**src/rtl/mult_scheduler_pkg.sv**
```systemverilog
// Shared definitions for the two-requester multiply scheduler.
//   state_t    : controller states (IDLE, RUN, HOLD)
//   ID_W       : requester index width
//   step_w()   : step counter width for an N-step shift-add engine
package mult_scheduler_pkg;

    typedef enum logic [1:0] {
        IDLE = 2'd0,
        RUN  = 2'd1,
        HOLD = 2'd2
    } state_t;

    localparam int unsigned ID_W = 1;

    function automatic int unsigned step_w(input int unsigned n);
        return $clog2(n) + 1;
    endfunction

endpackage

```
**src/rtl/mult_engine.sv**
```systemverilog
// Sequential shift-add multiplier, one multiplicand bit per cycle.
//   clk, rst : clock, async active-high reset
//   start    : load a/b, clear accumulator and step counter
//   a, b     : multiplier (M bits) and multiplicand (N bits)
//   busy     : a job is stepping
//   done     : this cycle is the final step (product valid after this edge)
//   product  : accumulator, exact M+N bit result once busy falls
module mult_engine
    import mult_scheduler_pkg::*;
#(
    parameter int unsigned M = 3,
    parameter int unsigned N = 4
) (
    input  logic           clk,
    input  logic           rst,
    input  logic           start,
    input  logic [M-1:0]   a,
    input  logic [N-1:0]   b,
    output logic           busy,
    output logic           done,
    output logic [M+N-1:0] product
);

    localparam int unsigned W  = M + N;
    localparam int unsigned CW = step_w(N);

    logic [W-1:0]  a_q;
    logic [N-1:0]  b_q;
    logic [W-1:0]  acc_q;
    logic [CW-1:0] step_q;

    // Last step is known from the counter alone, so latency never depends on operands.
    assign done    = busy && (step_q == CW'(N - 1));
    assign product = acc_q;

    // Operands shift each step: a_q holds a << i, b_q[0] holds b[i].
    always_ff @(posedge clk or posedge rst) begin
        if (rst) begin
            a_q    <= '0;
            b_q    <= '0;
            acc_q  <= '0;
            step_q <= '0;
            busy   <= 1'b0;
        end else if (start) begin
            a_q    <= W'(a);
            b_q    <= b;
            acc_q  <= '0;
            step_q <= '0;
            busy   <= 1'b1;
        end else if (busy) begin
            acc_q  <= acc_q + (b_q[0] ? a_q : '0);
            a_q    <= a_q << 1;
            b_q    <= b_q >> 1;
            step_q <= step_q + CW'(1);
            if (done) begin
                busy <= 1'b0;
            end
        end
    end

endmodule

```
**src/rtl/mult_scheduler.sv**
```systemverilog
// Round-robin arbiter and controller sharing one mult_engine between two requesters.
//   clk, rst                        : clock, async active-high reset
//   req0_valid/a/b, req0_ready      : requester 0 job handshake (ready combinational)
//   req1_valid/a/b, req1_ready      : requester 1 job handshake (ready combinational)
//   res_valid/product/id, res_ready : held result and consumer handshake
module mult_scheduler
    import mult_scheduler_pkg::*;
#(
    parameter int unsigned M = 3,
    parameter int unsigned N = 4
) (
    input  logic            clk,
    input  logic            rst,
    input  logic            req0_valid,
    input  logic [M-1:0]    req0_a,
    input  logic [N-1:0]    req0_b,
    output logic            req0_ready,
    input  logic            req1_valid,
    input  logic [M-1:0]    req1_a,
    input  logic [N-1:0]    req1_b,
    output logic            req1_ready,
    output logic            res_valid,
    output logic [M+N-1:0]  res_product,
    output logic [ID_W-1:0] res_id,
    input  logic            res_ready
);

    state_t          state_q;
    state_t          state_d;
    logic [ID_W-1:0] last_q;
    logic [ID_W-1:0] grant_id_c;
    logic            grant_any_c;
    logic            accept_c;
    logic [M-1:0]    eng_a_c;
    logic [N-1:0]    eng_b_c;
    logic            eng_busy;
    logic            eng_done;

    // Arbitration, ready generation and next state.
    always_comb begin
        state_d     = state_q;
        grant_id_c  = '0;
        grant_any_c = req0_valid | req1_valid;
        accept_c    = 1'b0;
        req0_ready  = 1'b0;
        req1_ready  = 1'b0;

        // On a tie the requester not served last wins.
        if (req0_valid && req1_valid) begin
            grant_id_c = (last_q == '0) ? ID_W'(1) : '0;
        end else if (req1_valid) begin
            grant_id_c = ID_W'(1);
        end

        accept_c   = (state_q == IDLE) && !rst && !eng_busy && grant_any_c;
        req0_ready = accept_c && (grant_id_c == '0);
        req1_ready = accept_c && (grant_id_c == ID_W'(1));

        case (state_q)
            IDLE:    if (accept_c)  state_d = RUN;
            RUN:     if (eng_done)  state_d = HOLD;
            HOLD:    if (res_ready) state_d = IDLE;
            default:                state_d = IDLE;
        endcase
    end

    assign eng_a_c = (grant_id_c == ID_W'(1)) ? req1_a : req0_a;
    assign eng_b_c = (grant_id_c == ID_W'(1)) ? req1_b : req0_b;

    // State, pointer and result flags; the product is held by the engine accumulator.
    always_ff @(posedge clk or posedge rst) begin
        if (rst) begin
            state_q   <= IDLE;
            last_q    <= ID_W'(1);
            res_valid <= 1'b0;
            res_id    <= '0;
        end else begin
            state_q   <= state_d;
            res_valid <= (state_d == HOLD);
            if (accept_c) begin
                last_q <= grant_id_c;
                res_id <= grant_id_c;
            end
        end
    end

    mult_engine #(
        .M (M),
        .N (N)
    ) u_engine (
        .clk     (clk),
        .rst     (rst),
        .start   (accept_c),
        .a       (eng_a_c),
        .b       (eng_b_c),
        .busy    (eng_busy),
        .done    (eng_done),
        .product (res_product)
    );

endmodule
```
**config.mk**
```make
export PLATFORM = sky130hd
export DESIGN_NAME = mult_scheduler
export DESIGN_NICKNAME = d
export VERILOG_FILES = /design/src/rtl/mult_scheduler_pkg.sv /design/src/rtl/mult_engine.sv /design/src/rtl/mult_scheduler.sv
export SDC_FILE = /design/constraint.sdc
export NUM_CORES = 1
export LEC_CHECK = 0
export ABC_AREA = 1
export CELL_PAD_IN_SITES_DETAIL_PLACEMENT = 2
export CELL_PAD_IN_SITES_GLOBAL_PLACEMENT = 2
export CORE_MARGIN = 4
export CORE_UTILIZATION = 29
export DETAILED_ROUTE_END_ITERATION = 8
export PLACE_DENSITY = 0.86
export SLEW_MARGIN = 20
export SYNTH_ARGS = -nofsm -noshare
export SYNTH_HDL_FRONTEND = slang
export SYNTH_SLANG_ARGS = --single-unit
```
**constraint.sdc**
```tcl
create_clock -name clk -period 2.1 [get_ports clk]
set_clock_uncertainty 0.15 [all_clocks]
set_input_delay 0.42 -clock clk [delete_from_list [all_inputs] [get_ports clk]]
set_output_delay 0.42 -clock clk [all_outputs]
set_load 0.02 [all_outputs]
```
# Yosys cells after proc, flatten, opt, wreduce, memory -nomap -nowiden
# Index checks and enable logic that the tools add are counted.
# W data, S select, Z words.
totals:
  reg_bits: 27
  word_cells: 49
classes:
  n_eq_ne: 4
  mux: 21
  n_addsub: 2
  bitwise_logic: 2
  reduce_logical: 11
op_table:
  columns: ["operator", "n"]
  rows:
  - ["$mux W7", 5]
  - ["$mux W4", 3]
  - ["$mux W3", 3]
  - ["$add A7 B7 Y7", 1]
  - ["$logic_and A1 B1 Y1", 7]
  - ["$mux W1", 6]
  - ["$mux W2", 3]
  - ["$pmux W2 S3", 1]
  - ["$eq A2 B2 Y1 const B", 2]
  - ["$add A3 B1 Y3 const B", 1]
  - ["$eq A3 B2 Y1 const B", 1]
  - ["$eq A2 B1 Y1 const B", 1]
  - ["$logic_not A1 Y1", 2]
  - ["$logic_not A2 Y1", 1]
  - ["$reduce_bool A2 Y1", 1]
  - ["$not A1 Y1", 1]
  - ["$or A1 B1 Y1", 1]

# Logic depth before layout (Yosys ltp)
# Gate-level depths: netlist of the first run.
logic_depth:
  ltp_word: 7
  depth_mapped: 11
  mapped_depth_nobuf: 10

# Modules after synthesis
# Synthesis of the first run repeated with hierarchy kept, for this count alone.
hier_totals:
  hier_cells: 204
  hier_area_um2: 1580.3
modules_own_cells:
  columns: ["mod", "n_inst", "area_each_um2", "cells_per_inst"]
  rows:
  - ["mult_engine", 1, 1223.7, 152]
  - ["mult_scheduler", 1, 356.6, 52]

# Worst setup path after synthesis of the first run
# OpenSTA, ideal clock, no wires.
synth_path:
  kind: "register to register"
  from: "register u_engine.b_q[0]"
  to: "register u_engine.acc_q[4] (netlist: u_engine.product[4])"
  path_stages_with_launch: 11
  slack_ns: 0.316
  required_time_ns: 1.867
  synth_period_minus_slack_ns: 1.784
  arrival_time_ns: 1.551
  n_path_buf: 1
  path_cell_list: "dfrtp_1 buf_2 nand2_1 inv_1 ha_1 fa_1 nand2_1 nand3_1 nand2_1 nand2_1 o21ai_0"
synth_between:
  elab_chain_len: 4
synth_rtl:
  columns: ["item", "line_no", "text"]
  rows:
  - ["start: declaration", "mult_engine.sv:28", "logic [N-1:0] b_q;"]
  - ["start signal: assignment", "mult_engine.sv:53", "b_q <= b_q >> 1;"]
  - ["$mux W7", "mult_engine.sv:51", "acc_q <= acc_q + (b_q[0] ? a_q : '0);"]
  - ["$add A7 B7 Y7", "mult_engine.sv:51", null]
  - ["$mux W7", "mult_engine.sv:50", "end else if (busy) begin"]
  - ["$mux W7", "mult_engine.sv:44", "end else if (start) begin"]
  - ["end signal: assignment", "mult_engine.sv:51", null]
  - ["end: declaration", "mult_engine.sv:29", "logic [W-1:0] acc_q;"]
# No other way between the ends. The select of a mux whose other input is x is not followed.
# A chain may end at the register's enable or synchronous reset.

# Final worst setup path of the first run
layout_path:
  from: "register u_engine.acc_q[1] (netlist: u_engine.product[1])"
  to: "output res_product[1]"
layout_rtl:
  columns: ["item", "line_no", "text"]
  rows:
  - ["end: declaration", "mult_scheduler.sv:23", "output logic [M+N-1:0] res_product,"]
# No word-level cell between the ends.

==> reports/qor.yml, run 1 <==
routing:
  drt_pass1_iterations: 3
  antenna_left: 0
  drc: 0
  wire_per_inst_um: 14.5
  vias: 1522
  vias_per_cell: 4.63
  drtIter0Drc: 31
  wl_mm: 4.77
critical_path:
  crit_required_ps: 1530
  crit_slowest_cell: "clkdlybuf4s50_1"
  crit_type: "flop to output port"
  slowest_delay_ps: 640
  reg2regPathDepth: 9
  r2r_start: "u_engine.a_q[0]"
  cp.arrival_ps: 1370
  start_kind: "flop"
  reg2reg_to: "u_engine.product[4]"
  cp.buffers_inverters: 1
  cpLargestDelayFamily: "buffers and inverters"
  crit_path_cell_trace: "clkdlybuf4s50_1"
  end_kind: "output port"
  timing.reg2reg.setup_slack_ps: 170
  cp_max_fo: 4
cells_and_area:
  drive_gt1_share_pct: 12.0
  seq_area_um2: 677
  area_delta_synth_final_pct: 33.6
  finalNetCount: 288
  n_fill_cell: 624
  postLayoutCellArea_um2: 2120
  antenna-diode-count: 0
  fin_cells: 329
  multi_input_area_um2: 778
timing:
  tightest_slew_ps: 348
  min_period_ps: 1940
  fin_hold_ws_ps: -3.79
  slew_viol_final: 0
  hold_violations: 5
  relSlewSlack_pct: 76.8
  period_share_pct: 92.3
  fmax_ghz: 0.516
  setup_viol: 0
  rsz0062_at_grt: "no"
die:
  die-area_um2: 6720
  die_w_um: 82.0
  initial_utilization_pct: 30.5
  io_pins: 30
  core_um2: 5200
  rows: 26
  die_y_um: 82.0
pwr:
  vdd_ir_drop_max_mv: 0.314
  powerDensity_nw_per_um2: 1150
  power_leakage_nw: 1.20
global_routing:
  antenna_found_initial: 0
  grt.total_usage_pct: 15.8
  grt_max_degree: 22
  grt_pass1_wl_mm: 8.12
  grt_pass1_vias: 1772
  grt-ovfl-total: 0
cts:
  cts_max_path_buffers: 2
  cts-htree-levels: 1
  cts_root_buffer: "clkbuf_8"
  cts.sinks: 27
  tritoncts: "done"
  path_clk_slew_ps: 100
  clk_latency_ps: 270
  hold_buffers: 0
  tritoncts.num_buffers: 3
placement:
  dp_hpwl_mm: 3.77
  gp_congestion: 0.814
  io_buffers: 29
  dpl_cell_area_um2: 2030
  dp.cells: 323
yosys:
  synth_cells: 216
  synth.distinct_cells: 26
  synth-seq-cells: 27
  avgSynthCellArea_um2: 7.35
  ys_warn_count: 0
  yosysSeqAreaShare_pct: 42.6
  syn-cell-area_um2: 1590
  syn_nets: 244
hold_path:
  hold_path.class: "input pin to asynchronous set/reset pin"
outcome:
  violations: "negative hold slack"
  status: "complete, but fails checks"
run:
  drv_cap: 0
-- area by class of cell --
class                      instances  share of cell area [%]
clock buffer                       4                    2.12
inverter                          27                    4.90
multi-input combinational        156                    36.7
sequential                        27                    31.9
tap                               70                    4.13
timing repair buffer              45                    20.2
-- layout by cell type (no fill, tap or decap) --
cell type          n
nor2_4             2
fa_1               1
buf_4             16
dfrtp_1           26
a21oi_4            1
clkbuf_1           1
buf_6              1
nand2_1          100
nand3_1           17
dlymetal6s2s_1     3
o21ai_0            8
clkbuf_8           3
nor2_2             1
ha_1               8
buf_12             1
nor3_2             1
or2_2              1
dfstp_2            1
inv_1             26
clkdlybuf4s50_1   24
o22ai_1            5
nand2_4            2
nand4_1            1
o21ai_1            1
nor2_1             3
a21oi_1            4
inv_4              1
-- power by group --
group | internal [mW] | switching (mW)
combinational | 0.510 | 0.712
sequential | 0.741 | 0.169
clock | 0.136 | 0.167
total | 1.39 | 1.05
-- registers in the layout, summed over array words and instances, names as in the netlist --
| signal | flops |
|---|---|
| u_engine.step_q | 3 |
| last_q | 1 |
| res_valid | 1 |
| res_id | 1 |
| u_engine.busy | 1 |
| state_q | 2 |
| u_engine.b_q | 4 |
| u_engine.product | 7 |
| u_engine.a_q | 7 |
-- through the flow --
| stage | setup TNS [ps] | setup WS [ps] | utilization (%) | power (mW) | hold WS [ps] |
|---|---|---|---|---|---|
| after floorplan | 0 | 316 | - | 1.65 | 296 |
| after global placement | -890 | -455 | 39.0 | 2.04 | 313 |
| after detailed placement | -987 | -502 | 39.0 | 2.14 | 326 |
| after CTS | 0 | 6.28 | 40.4 | 2.46 | 309 |
| after global routing | 0 | 8.29 | 40.7 | 2.67 | 25.0 |
| final | 0 | 161 | 40.7 | 2.44 | -3.79 |
-- cell usage after synthesis --
cell      instances  area share [%]
or2_2             1            0.39
inv_1            26             6.1
nor2_4            1            0.71
buf_8             1            0.95
nand2_2           1            0.39
inv_4             1            0.39
clkbuf_1          1            0.24
o22ai_1           5             2.0
nand2_4           1            0.71
nor3_1            1            0.31
buf_4             1            0.47
fa_1              1             1.3
nand4_1           1            0.39
nor2_2            1            0.39
buf_2             1            0.31
o21ai_0           8             2.5
dfstp_2           1             1.7
a21oi_2           1            0.55
nand2_1         100              24
o21ai_1           1            0.31
nor2_1            4            0.95
ha_1              8             6.3
buf_6             2             1.4
dfrtp_1          26              41
a21oi_1           4             1.3
nand3_1          17             5.4
-- logic make-up (layout without fill, tap and decap cells) --
kind of cell	after synthesis	count (layout)	synth area share, %
adder cells (fa/ha/maj)	9	9	7.57
buffers and inverters	33	76	9.93
flip-flops	27	27	42.6
AND/OR/NAND/NOR	128	128	33.3
AO/OA/AOI/OAI	19	19	6.62
-- worst max-delay path by stage --
stage / start / to / cells after the start
finish: u_engine.product[1] / res_product[1] / 1
global route: u_engine.a_q[0] / u_engine.product[4] / 9
CTS: req1_valid / req0_ready / 6
detailed placement: req1_valid / req1_ready / 5
global placement: rst / req1_ready / 6
floorplan: u_engine.b_q[0] / u_engine.product[4] / 10
-- worst register-to-register path: stages, from the launching register on --
cell and delay [ps]:
dfrtp_1 410, nand2_1 110, inv_1 50, ha_1 220, fa_1 460, nand2_1 120
nand3_1 90, nand2_1 70, nand2_1 50, o21ai_0 140
-- metal layers --
layer	track usage [%]	up-vias	wire (um)
li1	-	757	-
met1	17.8	734	2000
met2	29.8	27	2590
met3	1.75	4	122
met4	6.31	0	56
met5	0	-	0
-- repair_timing --
| item | in CTS | in global routing |
|---|---|---|
| buffers inserted | 1 | 1 |
| gates cloned | 0 | 0 |
| endpoints found under the setup margin | 2 | 2 |
| pin swaps | 1 | 0 |
| resized for setup | 15 | 4 |
(Power assumes the default switching activity.)
==> run 2: changes to the inputs <==
--- a/config.mk
+++ b/config.mk
@@ -14,2 +14,3 @@
 export PLACE_DENSITY = 0.86
+export SETUP_SLACK_MARGIN = 0.1
 export SLEW_MARGIN = 20
==> constraint.sdc (replaced) <==
create_clock -name clk -period 2.1 [get_ports clk]
set_clock_uncertainty 0.15 [all_clocks]
set_input_delay 0.525 -clock clk [delete_from_list [all_inputs] [get_ports clk]]
set_output_delay 0.525 -clock clk [all_outputs]
set_load 0.02 [all_outputs]
==> run 2 against run 1 <==
Net effect:
- the flow now finishes without violations
- worst setup slack got worse by 120 ps
- cell count is 1.5% higher
- global-route usage increased by 0.81 points
- critical path type unchanged
- highest routed layer unchanged
==> reports/qor.yml, run 2 (same netlist as run 1, synthesis figures left out) <==
die:
  rows: 26  # unchanged
  initial_utilization_pct: 30.5  # unchanged
  die_y_um: 82.0  # unchanged
  core_um2: 5200  # unchanged
  die-area_um2: 6720  # unchanged
  io_pins: 30  # unchanged
  die_w_um: 82.0  # unchanged
global_routing:
  grt.total_usage_pct: 16.6  # +0.81 points
  grt_pass1_vias: 1822  # +2.8%
  grt-ovfl-total: 0  # unchanged
  antenna_found_initial: 0  # unchanged
  grt_pass1_wl_mm: 8.51  # +4.8%
  grt_max_degree: 22  # unchanged
timing:
  slew_viol_final: 0  # unchanged
  fmax_ghz: 0.486  # -5.7%
  min_period_ps: 2060  # +118 ps
  period_share_pct: 97.9  # +5.6 points
  rsz0062_at_grt: "yes"
  hold_violations: 0  # -5
  fin_hold_ws_ps: 43.4  # +47.2 ps
  worst_slack_ps: 43.6  # -118 ps
  setup_viol: 0  # unchanged
  tightest_slew_ps: 327  # -20.8 ps
  relSlewSlack_pct: 78.2  # +1.4 points
cts:
  tritoncts: "done"
  cts-htree-levels: 1  # unchanged
  cts.sinks: 27  # unchanged
  path_clk_slew_ps: 90  # about the same
  tritoncts.num_buffers: 3  # unchanged
  clk_latency_ps: 270  # about the same
  cts_max_path_buffers: 2  # unchanged
  cts_root_buffer: "clkbuf_8"
cells_and_area:
  multi_input_area_um2: 815  # +4.7%
  layout_commonest_cell: "nand2_1"
  antenna-diode-count: 0  # unchanged
  area_delta_synth_final_pct: 37.6
  fin_util_pct: 42.0  # +1.2 points
  n_fill_cell: 623  # -0.16%
  seq_area_um2: 677  # unchanged
  finalNetCount: 293  # +1.7%
  drive_gt1_share_pct: 17.0  # +5.1 points
  layout_common_cells: "99 x nand2_1, 26 x dfrtp_1, 25 x inv_1"
placement:
  gp_congestion: 0.806  # -0.91%
  dp_hpwl_mm: 3.71  # -1.5%
  io_buffers: 29  # unchanged
  dp_slack_ps: -715  # -213 ps
critical_path:
  reg2reg_to: "u_engine.b_q[3]"
  crit_slowest_cell: "dfrtp_1"
  reg2regPathDepth: 13  # +4
  cp_max_fo: 3  # -1
  start_kind: "flop"
  crit_path_cell_trace: "nor3_2 -> buf_4 -> nand2_4 -> a21oi_4 -> buf_6"
  startpoint: "state_q[1]"
  cp.arrival_ps: 1380  # about the same
  timing.reg2reg.setup_slack_ps: 130  # -40 ps
  end_kind: "output port"
  r2r_start: "state_q[1]"
  slowest_delay_ps: 410  # -230 ps
  crit_type: "flop to output port"
  endpoint: "req0_ready"
  crit_required_ps: 1420  # -110 ps
pwr:
  p_total_mw: 2.48  # +1.9%
  vdd_ir_drop_max_mv: 0.397  # +26%
  power_leakage_nw: 1.25  # +4.5%
  powerDensity_nw_per_um2: 1140  # -1.0%
routing:
  vias: 1552  # +2.0%
  wire_per_inst_um: 15.1  # +4.5%
  drc: 0  # unchanged
  antenna_left: 0  # unchanged
  drtIter0Drc: 47  # +52%
  drt_pass1_iterations: 2  # -1
  wl_mm: 5.06  # +6.1%
  vias_per_cell: 4.65  # +0.44%
hold_path:
  hold_path.class: "input pin to asynchronous set/reset pin"
outcome:
  status: "finished clean"
run:
  drv_cap: 0  # unchanged
## run 2: cell types whose count changed in the layout (fill, tap and decap cells not counted), sizes merged
cell           previous run  this run
buf                      18        24
clkbuf                    4         5
dlygate4sd2               0         3
clkdlybuf4s50            24        18
clkdlybuf4s15             0         1
## run 2: worst min-delay path by stage
| stage | start | endpoint | slack [ps] | depth (start not counted) |
|---|---|---|---|---|
| 2_1_floorplan | u_engine.step_q[1] | u_engine.step_q[1] | 300 | 2 |
| 3_3_place_gp | u_engine.step_q[1] | u_engine.step_q[1] | 310 | 2 |
| 3_5_place_dp | u_engine.b_q[1] | u_engine.b_q[1] | 330 | 2 |
| 4_1_cts | rst | state_q[0] | 50 | 2 |
| 5_1_grt | rst | state_q[1] | 70 | 2 |
| 6_report | rst | res_id | 40 | 2 |
## run 2: critical path: cells and delay by family (launching register included)
kind | cells | cell delay (ps)
buffers and inverters | 2 | 300
DFF | 1 | 410
and+or+nand+nor | 2 | 260
AOI/OAI and AO/OA | 1 | 140
## run 2: metal layers
metal / global-route usage [%] / up-vias / share of wire [%] / wire [um]
met1: 19.1 / 754 / 42 / 2130
met3: 1.54 / 4 / 2.3 / 115
met2: 31.9 / 27 / 55 / 2760
met4: 4.98 / 0 / 0.95 / 48
met5: 0 / - / 0 / 0
li1: - / 767 / - / -
## run 2: repair_timing
item                       4_1_cts  5_1_grt
resized for setup               27       12
hold buffers                     0        0
buffers inserted                 6        0
setup endpoints to repair        5        8
pin swaps                        1        3
## run 2: cell type report
| type | instances | share of cell area, % |
|---|---|---|
| clock buffers | 4 | 2.06 |
| inverters | 27 | 4.75 |
| multi-input cells | 156 | 37.3 |
| flip-flops and latches | 27 | 31.0 |
| well taps | 70 | 4.01 |
| repair buffers | 50 | 20.9 |
## run 2: metrics by stage
stage / std cells / instance area [um^2] / TNS, ps
6_report: 334 / 2180 / 0
5_1_grt: 334 / 2180 / -10.9
4_1_cts: 334 / 2150 / 0
3_5_place_dp: 324 / 2040 / -2400
3_3_place_gp: 324 / 2040 / -1360
2_1_floorplan: 216 / 1590 / 0
## run 2: power by group
| group | switching (mW) | leakage, nW | internal [mW] | total (mW) |
|---|---|---|---|---|
| Combinational | 0.739 | 0.872 | 0.527 | 1.27 |
| Clock | 0.168 | 0.0228 | 0.136 | 0.304 |
| Sequential | 0.172 | 0.355 | 0.742 | 0.914 |
